**src/rtl/div_check_mul.sv**
```systemverilog
// ---------------------------------------------------------------------------
// div_check_mul
//
// Rebuilds the dividend of a W-bit division from its quotient, divisor and
// remainder: A = S*B + R. The product is formed by shift-and-add over W RUN
// cycles, one multiplier bit per cycle, with the accumulator preloaded by R.
// The unit also reports whether the operand set could have come from a
// valid W-bit division: ovf when the rebuilt dividend does not fit in W bits,
// err when the remainder is inconsistent with the divisor.
//
// Ports
//   clk    in   1     rising-edge clock
//   rst_n  in   1     synchronous active-low reset
//   start  in   1     request; S, B and R are sampled on the same edge
//   S      in   W     quotient (multiplier)
//   B      in   W     divisor (multiplicand)
//   R      in   W     remainder (addend)
//   busy   out  1     high for the W RUN cycles
//   done   out  1     one-cycle pulse when A and ovf are valid
//   A      out  2W    rebuilt dividend, held until the next result
//   ovf    out  1     A does not fit in W bits
//   err    out  1     B == 0 or R >= B, updated when a request is accepted
// ---------------------------------------------------------------------------
module div_check_mul #(
    parameter int W = 8
) (
    input  logic           clk,
    input  logic           rst_n,
    input  logic           start,
    input  logic [W-1:0]   S,
    input  logic [W-1:0]   B,
    input  logic [W-1:0]   R,
    output logic           busy,
    output logic           done,
    output logic [2*W-1:0] A,
    output logic           ovf,
    output logic           err
);

    localparam int AW = 2 * W;
    localparam int CW = (W > 1) ? $clog2(W) : 1;

    typedef enum logic [1:0] {
        IDLE = 2'd0,
        RUN  = 2'd1,
        DONE = 2'd2
    } state_t;

    state_t          state_r;
    logic [W-1:0]    s_r;
    logic [W-1:0]    b_r;
    logic [AW-1:0]   acc_r;
    logic [CW-1:0]   cnt_r;

    logic [AW-1:0]   addend_s;
    logic [AW-1:0]   acc_step_s;
    logic            last_s;
    logic            accept_s;
    logic            err_s;

    // Datapath step for the current RUN cycle plus request decode.
    always_comb begin
        addend_s   = {{W{1'b0}}, b_r} << cnt_r;
        // The sum never exceeds 2^(2W)-1 because S*B + R fits in 2W bits.
        if (s_r[0]) begin
            acc_step_s = acc_r + addend_s;
        end else begin
            acc_step_s = acc_r;
        end
        last_s = (cnt_r == CW'(W - 1));
        // A request is only taken when no computation is in flight.
        if (start && ((state_r == IDLE) || (state_r == DONE))) begin
            accept_s = 1'b1;
        end else begin
            accept_s = 1'b0;
        end
        // R >= B already covers B == 0; both kept for readability.
        err_s = (B == {W{1'b0}}) || (R >= B);
    end

    // Control FSM, datapath registers and registered outputs.
    always_ff @(posedge clk) begin
        if (!rst_n) begin
            state_r <= IDLE;
            s_r     <= {W{1'b0}};
            b_r     <= {W{1'b0}};
            acc_r   <= {AW{1'b0}};
            cnt_r   <= {CW{1'b0}};
            busy    <= 1'b0;
            done    <= 1'b0;
            A       <= {AW{1'b0}};
            ovf     <= 1'b0;
            err     <= 1'b0;
        end else begin
            case (state_r)
                IDLE, DONE: begin
                    done <= 1'b0;
                    if (accept_s) begin
                        s_r     <= S;
                        b_r     <= B;
                        acc_r   <= {{W{1'b0}}, R};
                        cnt_r   <= {CW{1'b0}};
                        err     <= err_s;
                        ovf     <= 1'b0;
                        busy    <= 1'b1;
                        state_r <= RUN;
                    end else begin
                        busy    <= 1'b0;
                        state_r <= IDLE;
                    end
                end
                RUN: begin
                    // Start requests arriving here are dropped, not queued.
                    acc_r <= acc_step_s;
                    s_r   <= s_r >> 1;
                    cnt_r <= cnt_r + CW'(1);
                    if (last_s) begin
                        // Publish on the transition so A is valid in DONE.
                        A       <= acc_step_s;
                        ovf     <= |acc_step_s[AW-1:W];
                        done    <= 1'b1;
                        busy    <= 1'b0;
                        state_r <= DONE;
                    end else begin
                        done    <= 1'b0;
                        busy    <= 1'b1;
                        state_r <= RUN;
                    end
                end
                default: begin
                    busy    <= 1'b0;
                    done    <= 1'b0;
                    state_r <= IDLE;
                end
            endcase
        end
    end

    div_check_mul_chk u_chk (
        .clk   (clk),
        .rst_n (rst_n),
        .busy  (busy),
        .done  (done)
    );

endmodule

// ---------------------------------------------------------------------------
// div_check_mul_chk
//
// Protocol properties of div_check_mul outputs.
//
// Ports
//   clk, rst_n  in  clock and synchronous active-low reset
//   busy, done  in  observed status outputs
// ---------------------------------------------------------------------------
module div_check_mul_chk (
    input logic clk,
    input logic rst_n,
    input logic busy,
    input logic done
);

    // busy and done are mutually exclusive.
    a_busy_done_excl: assert property (@(posedge clk) disable iff (!rst_n)
        !(busy && done));

    // done is a single-cycle pulse.
    a_done_pulse: assert property (@(posedge clk) disable iff (!rst_n)
        done |=> !done);

endmodule
```
**config.mk**
```make
export PLATFORM = sky130hd
export DESIGN_NAME = div_check_mul
export DESIGN_NICKNAME = d
export VERILOG_FILES = /design/src/rtl/div_check_mul.sv
export SDC_FILE = /design/constraint.sdc
export NUM_CORES = 1
export LEC_CHECK = 0
export CORE_ASPECT_RATIO = 1.25
export CORE_MARGIN = 2
export CORE_UTILIZATION = 51
export DETAILED_ROUTE_END_ITERATION = 10
export PLACE_DENSITY_LB_ADDON = 0.1
export SLEW_MARGIN = 20
export SYNTH_ARGS = -nofsm -noshare
export SYNTH_HDL_FRONTEND = slang
export SYNTH_SLANG_ARGS = --single-unit
```
**constraint.sdc**
```tcl
create_clock -name clk -period 3.1 [get_ports clk]
set_input_delay 0.465 -clock clk [delete_from_list [all_inputs] [get_ports clk]]
set_output_delay 0.465 -clock clk [all_outputs]
set_load 0.05 [all_outputs]
```
==> impl_metrics.yaml, run 1 <==
power:
  vdd_drop_max_mv: 0.3963
  p_leak_nw: 2.043
  powerDensity_mw_per_mm2: 372.2
cells_and_area:
  final_cells: 601
  n_antenna_cell: 0
  drive_gt1_share_pct: 18.20
  synthToLayoutAreaGrowth_pct: 29.27
  finalCoreUtilization_pct: 67.95
  num-nets-final: 563
  fillers: 577
  final_area_sq_mm: 0.004741
place:
  placed_area_sq_mm: 0.004283
  place.gp.congestion: 0.9512
  hpwl_microns: 7169
  place_inst: 582
  portBuffers: 46
timing:
  slew_viol_final: 0
  fin_skew_ps: 8.725
  max_freq_mhz: 333.0
  finalCritPeriodShare_pct: 96.87
  finalSetupViolations: 0
  worst_pin_slew_ps: 773.7
  relSlewSlack_pct: 48.42
  holdWs_ps: 494.4
  hold_viol_final: 0
  period_needed_ps: 3003
  fin_setup_tns_ps: 0
floorplanning:
  die_y_microns: 98.81
  die_x_microns: 79.85
  pin_count: 47
  initial_core_util_pct: 52.56
  coreArea_sq_mm: 0.006977
  dieArea_sq_mm: 0.007889
  rows: 34
logic_synthesis:
  synth_top_family_by_area: "compound AO/OA/AOI/OAI gates"
  netlist-cell-type-count: 52
  syn_avg_cell_area_sq_um: 8.131
  yosysWarnings: 0
  syn_inst: 451
  seq_area_frac_synth_pct: 30.57
  synthXorXnorAreaFrac_pct: 2.149
  synth-compound-area-share_pct: 25.21
  synthMuxAreaShare_pct: 5.902
  ys_async_sr_fraction_pct: 0
  ys.flop_type: "dfxtp_1"
  yosys.area_share.simple_pct: 21.60
  synth_nets: 504
  ys_ff_latch: 56
  synth_area_sq_mm: 0.003667
  synth_fa_ha_area_share_pct: 9.075
  synth_edf_count: 0
critical_path:
  required_ps: 3360
  r2r_setup_slack_ps: 100
  cp-start-kind: "register"
  path_class: "register to register"
  arrival_ps: 3260
  cp_max_fo: 11
  cp-end-kind: "register"
global_route:
  track_usage_pct: 25.11
  grt-ovfl-total: 0
  grt_pass1_wl_microns: 15610
  antenna_found_initial: 0
  grt_max_degree: 57
  grt_pass1_vias: 3284
clocking:
  h-tree-depth: 2
  clk_pin_slew_ps: 110
  cts_tree: "yes"
  clock_sink_count: 56
  clockBufferDepth: 2
  holdBufCountCts: 0
  cts_made_buffers: 5
  clock_latency_ps: 320
  clockRootBuffer: "clkbuf_8"
route:
  via_per_inst: 5.704
  drc_errors: 0
  drtIter0Drc: 238
  dr.pass1.iters: 5
  vias: 3428
  postRouteWirelength_microns: 10080
  wl_per_cell_microns: 16.78
  ant_nets: 0
flow_run:
  maxCapViolations: 0
outcome:
  status: "completed"
hold_path:
  min_path_type: "register to register"
state kept, by name (all words and copies together), names as in the netlist:
signal and flops:
A 16, acc_r 16, b_r 8, cnt_r 3, done 1, err 1, ovf 1, s_r 8
state_r 2
repair_timing:
| action | 4_1_cts | 5_1_grt |
|---|---|---|
| buffers inserted | 0 | 11 |
| gates resized for setup | 4 | 49 |
| setup endpoints to repair | 1 | 9 |
| pin swaps | 1 | 23 |
placed cells by master (no fill, tap or decap), types with 5 or more instances in the layout:
| cell | instances |
|---|---|
| and2_1 | 17 |
| mux2i_1 | 13 |
| inv_1 | 15 |
| nor2b_1 | 12 |
| xnor2_1 | 7 |
| nand3_1 | 11 |
| nand2_1 | 79 |
| a22oi_1 | 8 |
| nor2_1 | 18 |
| clkbuf_8 | 5 |
| o21ai_0 | 23 |
| nand2b_1 | 5 |
| a21oi_1 | 10 |
| buf_4 | 35 |
| o21ai_1 | 6 |
| a21o_1 | 9 |
| clkdlybuf4s50_1 | 46 |
| dfxtp_1 | 54 |
| ha_1 | 19 |
| o211a_1 | 18 |
| a21boi_0 | 13 |
final cells by class:
type	count	area, sq um	area share, %
Tap cell	90	112.6	2.375
Clock buffer	5	68.82	1.452
Timing Repair Buffer	82	743.2	15.68
Multi-Input combinational cell	350	2562	54.05
Clock inverter	3	68.82	1.452
Inverter	15	56.30	1.188
Sequential cell	56	1129	23.81
path summary, 6_finish.rpt:
check / cells past startpoint / end / startpoint
setup reg to reg: 13 / ovf / cnt_r[1]
setup / recovery: 13 / ovf / cnt_r[1]
hold reg to reg: 2 / A[15] / A[15]
hold / removal: 2 / A[15] / A[15]
critical path, stage by stage, from the launching register on:
cell and delay, ps:
dfxtp_4 380, buf_12 150, mux2i_4 180, mux2_4 290, o22ai_1 150, ha_1 280, and2_1 200, buf_4 150
nand2_1 60, nand2_1 60, or4b_1 520, o211a_1 160, and4b_1 200, a41oi_2 150
report_power, final:
group,internal (W),switching [W]
registers,0.000748,0.0000369
logic,0.000187,0.000205
clock network,0.000326,0.000262
synthesized netlist by cell type, types with 9 or more instances:
| cell | instances | area, sq um |
|---|---|---|
| mux2i_1 | 16 | 160.2 |
| nand2_1 | 80 | 300.3 |
| nand3_1 | 14 | 70.07 |
| dfxtp_1 | 56 | 1121 |
| nor2_1 | 21 | 78.83 |
| clkbuf_1 | 23 | 86.33 |
| inv_1 | 15 | 56.30 |
| a21o_1 | 9 | 67.56 |
| a21oi_1 | 13 | 65.06 |
| and2_1 | 17 | 106.4 |
| o21ai_0 | 29 | 145.1 |
| a21boi_0 | 13 | 97.59 |
| o211a_1 | 18 | 180.2 |
| nor2b_1 | 12 | 75.07 |
| ha_1 | 25 | 312.8 |
layer usage:
layer / track usage (%) / vias up / wire [microns]
met5: 0 / - / 0
met4: 9.778 / 0 / 322
met1: 32.21 / 1595 / 4486
met2: 42.08 / 89 / 4868
li1: - / 1718 / -
met3: 3.938 / 26 / 405
cells by family (layout without fill, tap and decap cells):
family / Yosys count / after routing
compound gates: 126 / 126
xor+xnor: 9 / 9
fa+ha+maj: 26 / 26
buf+inv: 45 / 105
flops: 56 / 56
mux: 21 / 21
simple gates: 168 / 168
stage by stage:
step / power, W / worst slack [ps]
after global routing: 0.001836 / -33.40
after global placement: 0.001134 / 33.51
final: 0.001764 / 97.10
after CTS: 0.001729 / 3.307
after floorplan: 0.001024 / 21.40
after detailed placement: 0.001141 / -47.28
Power figures use the tool's default switching activity.
==> inputs of run 2 (changes only) <==
==> constraint.sdc (replaced) <==
create_clock -name clk -period 2.6 [get_ports clk]
set_input_delay 0.39 -clock clk [delete_from_list [all_inputs] [get_ports clk]]
set_output_delay 0.39 -clock clk [all_outputs]
set_load 0.05 [all_outputs]
==> run 2 against run 1 <==
  * The flow now finishes with violations (negative setup slack)
  * Worst setup slack got worse by 430 ps
  * First-iteration DRC count rose by 2.1%
  * Count of clock-buffer cells in the layout did not move
  * Utilization rose by 3.8 points
  * Wire length rose by 0.97%
  * Via count rose by 1.5%
  * Cell count rose by 4.7%
  * Clock skew rose by 13 ps
  * Largest cell class unchanged
  * Largest power group unchanged
==> impl_metrics.yaml, run 2 (synthesis gave the netlist of run 1 again) <==
outcome:
  status: "finished with violations"
  violations: "negative setup slack"
cells_and_area:
  synthToLayoutAreaGrowth_pct: 36.57
  n_antenna_cell: 0
  fillers: 573
  multiInputGateArea_sq_mm: 0.002630
  final_common_cell: "nand2_1"
  mostFrequentLayoutCells: "nand2_1, buf_4, dfxtp_1"
  num-nets-final: 591
  reg_top3: "A x16, acc_r x16"
  drive_gt1_share_pct: 25.05
  finalCoreUtilization_pct: 71.79
  seq_area_sq_mm: 0.001124
floorplanning:
  die_x_microns: 79.85
  dieArea_sq_mm: 0.007889
  coreArea_sq_mm: 0.006977
  pin_count: 47
  rows: 34
  die_y_microns: 98.81
  initial_core_util_pct: 52.56
route:
  ant_nets: 0
  drc_errors: 0
  vias: 3479
  via_per_inst: 5.531
  postRouteWirelength_microns: 10180
  dr.pass1.iters: 4
  drtIter0Drc: 243
  wl_per_cell_microns: 16.19
timing:
  holdWs_ps: 487.7
  hold_viol_final: 0
  layout_setup_ws_ps: -330.2
  finalCritPeriodShare_pct: 112.7
  worst_pin_slew_ps: 655.0
  relSlewSlack_pct: 56.27
  finalSetupViolations: 18
  fin_setup_tns_ps: -3173
  rsz0062_at_grt: "true"
  slew_viol_final: 0
  max_freq_mhz: 341.3
  fin_skew_ps: 21.51
  period_needed_ps: 2930
clocking:
  clock_sink_count: 56
  clock_latency_ps: 330
  clockBufferDepth: 2
  h-tree-depth: 2
  clockRootBuffer: "clkbuf_8"
  cts_tree: "yes"
  cts_made_buffers: 5
  clk_pin_slew_ps: 120
  holdBufCountCts: 0
power:
  vdd_drop_max_mv: 0.3179
  p_leak_nw: 2.180
  powerDensity_mw_per_mm2: 398.9
flow_run:
  maxCapViolations: 0
critical_path:
  cp_max_fo: 8
  path_class: "register to register"
  cp-end-kind: "register"
  required_ps: 2860
  arrival_ps: 3190
  cp-start-kind: "register"
place:
  portBuffers: 46
  hpwl_microns: 7203
  place.gp.congestion: 0.9520
global_route:
  grt_pass1_vias: 3426
  grt-ovfl-total: 0
  grt_pass1_wl_microns: 16640
  antenna_found_initial: 0
  grt_max_degree: 57
  track_usage_pct: 26.68
hold_path:
  min_path_type: "register to register"
## run 2: what timing repair did
action | 4_1_cts | 5_1_grt
cloned | 0 | 0
resized for setup | 37 | 25
setup buffers | 6 | 4
setup endpoints to repair | 21 | 22
pin swaps | 26 | 3
## run 2: worst paths after layout
kind	startpoint	to	slack, ps	depth (start not counted)
setup / recovery	cnt_r[1]	ovf	-330	12
hold / removal	A[15]	A[15]	490	2
hold reg to reg	A[15]	A[15]	490	2
setup reg to reg	cnt_r[1]	ovf	-330	12
## run 2: metal layers
metal  track usage (%)  wire length [microns]  vias up
li1                  -                      -     1765
met4             6.389                    140        0
met3             4.304                    429       13
met5                 0                      0        -
met1             35.04                   4553     1628
met2             45.70                   5058       73
## run 2: area by class of cell
class                      instances  share of cell area, %
timing repair buffer             110                  19.76
inverter                          15                  1.124
clock inverter                     3                 0.5496
clock buffer                       5                  1.374
multi-input combinational        350                  52.51
tap                               90                  2.248
sequential                        56                  22.43
## run 2: power breakdown
group,switching (W),total (W),internal [W]
clock network,0.000325,0.000523,0.000199
logic,0.000264,0.000539,0.000275
registers,0.0000426,0.000936,0.000893
## run 2: critical path: stages, from the launching register on
cell and delay [ps]:
dfxtp_2 350, buf_6 140, mux2i_2 160, mux2_4 310, a21oi_2 150, ha_1 280
buf_4 170, a41oi_2 200, nand2_1 100, or4b_1 510, o211a_1 150, and4b_1 210
a41oi_2 150
## run 2: through the flow
step | instance area (sq um) | worst slack (ps) | total power [W] | cells
5_1_grt | 5009 | -456.6 | 0.002093 | 629
3_5_place_dp | 4609 | -318.1 | 0.001407 | 613
3_3_place_gp | 4609 | -295.4 | 0.001400 | 613
4_1_cts | 4865 | -234.4 | 0.001961 | 625
2_1_floorplan | 3764 | -313.7 | 0.001238 | 451
6_report | 5009 | -330.2 | 0.001998 | 629
==> inputs of run 3 (changes only) <==
--- a/config.mk
+++ b/config.mk
@@ -5,9 +5,9 @@
 export SDC_FILE = /design/constraint.sdc
 export NUM_CORES = 1
 export LEC_CHECK = 0
-export CORE_ASPECT_RATIO = 1.25
+export CORE_ASPECT_RATIO = 0.75
 export CORE_MARGIN = 2
-export CORE_UTILIZATION = 51
+export CORE_UTILIZATION = 45
 export DETAILED_ROUTE_END_ITERATION = 10
 export PLACE_DENSITY_LB_ADDON = 0.1
 export SLEW_MARGIN = 20
==> run 3 against run 2 <==
  * The flow still finishes with violations (negative setup slack)
  * Worst setup slack got worse by 210 ps
  * First-iteration DRC count rose by 21%
  * Global-route usage is 0.55 points lower
  * Count of clock-buffer cells in the layout unchanged
  * Clock power grew 0.8%
  * Largest cell class unchanged
  * Largest power group unchanged
==> impl_metrics.yaml, run 3 (synthesis gave the netlist of run 1 again) <==
critical_path:
  rr_worst_depth: 13
  cp_slowest_stage_delay_ps: 520
  crit_family: "simple AND/OR/NAND/NOR gates"
  cp_slowest_cell: "or4b_1"
  required_ps: 2850
  arrival_ps: 3390
  critPathBufInv: 1
  cp-start-kind: "register"
  cp-end-kind: "register"
  cp_max_fo: 5
  path_class: "register to register"
  crit_cells: 13
  cp_cell_sequence: "buf_6, mux2i_2, mux2_4, o22ai_2, ha_4, nand3_1, o211ai_4, o21ai_2, nor2_1, or4b_1, o211a_1, and4b_1, a41oi_2"
power:
  swShare_pct: 32.46
  p_clk_share_pct: 25.5
  intPower_w: 0.001397
  seq_power_share_pct: 45.4
  vdd_drop_max_mv: 0.2860
  p_switching_w: 0.0006715
  p_leak_nw: 2.355
  power_frac_comb_pct: 29.1
  powerDensity_mw_per_mm2: 385.8
cells_and_area:
  num-nets-final: 622
  final_common_cell: "buf_4"
  synthToLayoutAreaGrowth_pct: 46.23
  mostFrequentLayoutCells: "buf_4, nand2_1, dfxtp_1"
  finalCoreUtilization_pct: 68.03
  reg_top3: "A x16, acc_r x16"
  drive_gt1_share_pct: 30.70
  n_antenna_cell: 0
floorplanning:
  rows: 28
  die_x_microns: 108.2
  dieArea_sq_mm: 0.008895
  die_y_microns: 82.18
  coreArea_sq_mm: 0.007883
  pin_count: 47
  initial_core_util_pct: 46.52
clocking:
  h-tree-depth: 2
  holdBufCountCts: 0
  cts_made_buffers: 5
  cts_tree: "yes"
  clock_latency_ps: 320
  clock_sink_count: 56
  clockRootBuffer: "clkbuf_8"
  clockBufferDepth: 2
  clk_pin_slew_ps: 110
global_route:
  antenna_found_initial: 0
  grt-ovfl-total: 0
  grt_pass1_wl_microns: 17790
  grt_max_degree: 27
  grt_pass1_vias: 3490
  track_usage_pct: 26.13
timing:
  finalCritPeriodShare_pct: 120.6
  slew_viol_final: 0
  fin_setup_tns_ps: -6467
  layout_setup_ws_ps: -536.1
  rsz0062_at_grt: "true"
  finalSetupViolations: 21
  period_needed_ps: 3136
  worst_pin_slew_ps: 675.4
  holdWs_ps: 478.5
  fin_skew_ps: 4.940
  relSlewSlack_pct: 54.83
  max_freq_mhz: 318.9
  hold_viol_final: 0
route:
  wl_per_cell_microns: 17.74
  via_per_inst: 5.661
  drc_errors: 0
  ant_nets: 0
  drtIter0Drc: 295
  dr.pass1.iters: 5
  postRouteWirelength_microns: 11970
  vias: 3821
hold_path:
  min_path_type: "register to register"
  min_path_cells: 2
outcome:
  violations: "negative setup slack"
  status: "finished with violations"
place:
  hpwl_microns: 8428
  place.gp.congestion: 0.9341
  portBuffers: 46
flow_run:
  maxCapViolations: 0
-- run 3: final timing paths --
check	slack (ps)	startpoint	end
setup / recovery	-540	cnt_r[1]	ovf
hold / removal	480	A[15]	A[15]
setup reg to reg	-540	cnt_r[1]	ovf
hold reg to reg	480	A[15]	A[15]
-- run 3: power groups by stage --
stage | combinational [W] | sequential, W | clock, W
floorplan | 0.000297 | 0.000941 | 0
global placement | 0.000476 | 0.000950 | 0
detailed placement | 0.000487 | 0.000951 | 0
CTS | 0.000525 | 0.000932 | 0.000534
global route | 0.000647 | 0.000943 | 0.000566
finish | 0.000603 | 0.000939 | 0.000527
-- run 3: routing by layer --
metal  track usage (%)  vias up  routed length, microns
met3             3.846       25                     882
met2             39.56      148                    5157
met5                 0        -                       0
li1                  -     1831                       -
met1             39.38     1817                    5657
met4             5.256        0                     277
-- run 3: area by class of cell --
type | instances | area, sq um
Timing Repair Buffer | 141 | 1214
Multi-Input combinational cell | 350 | 2735
Inverter | 15 | 56.30
Clock inverter | 3 | 27.53
Clock buffer | 5 | 68.82
Fill cell | 668 | 2520
Sequential cell | 56 | 1130
Tap cell | 105 | 131.4
-- run 3: metrics by stage --
stage / instances / worst slack (ps) / power (W) / area (sq um)
detailed placement: 648 / -591.1 / 0.001438 / 4756
global route: 675 / -615.1 / 0.002155 / 5363
CTS: 664 / -348.3 / 0.001992 / 5007
global placement: 648 / -426.1 / 0.001426 / 4756
finish: 675 / -536.1 / 0.002069 / 5363
floorplan: 451 / -313.7 / 0.001238 / 3764
-- run 3: what timing repair did --
action | 4_1_cts | 5_1_grt
pin swaps | 20 | 27
setup buffers | 9 | 11
gates resized for setup | 25 | 49
endpoints found under the setup margin | 23 | 23
-- run 3: worst reg2reg max path: stages (launching register included) --
cell and delay [ps]:
dfxtp_4 390, buf_6 130, mux2i_2 160, mux2_4 310
o22ai_2 240, ha_4 250, nand3_1 160, o211ai_4 130
o21ai_2 230, nor2_1 60, or4b_1 520, o211a_1 150
and4b_1 200, a41oi_2 160
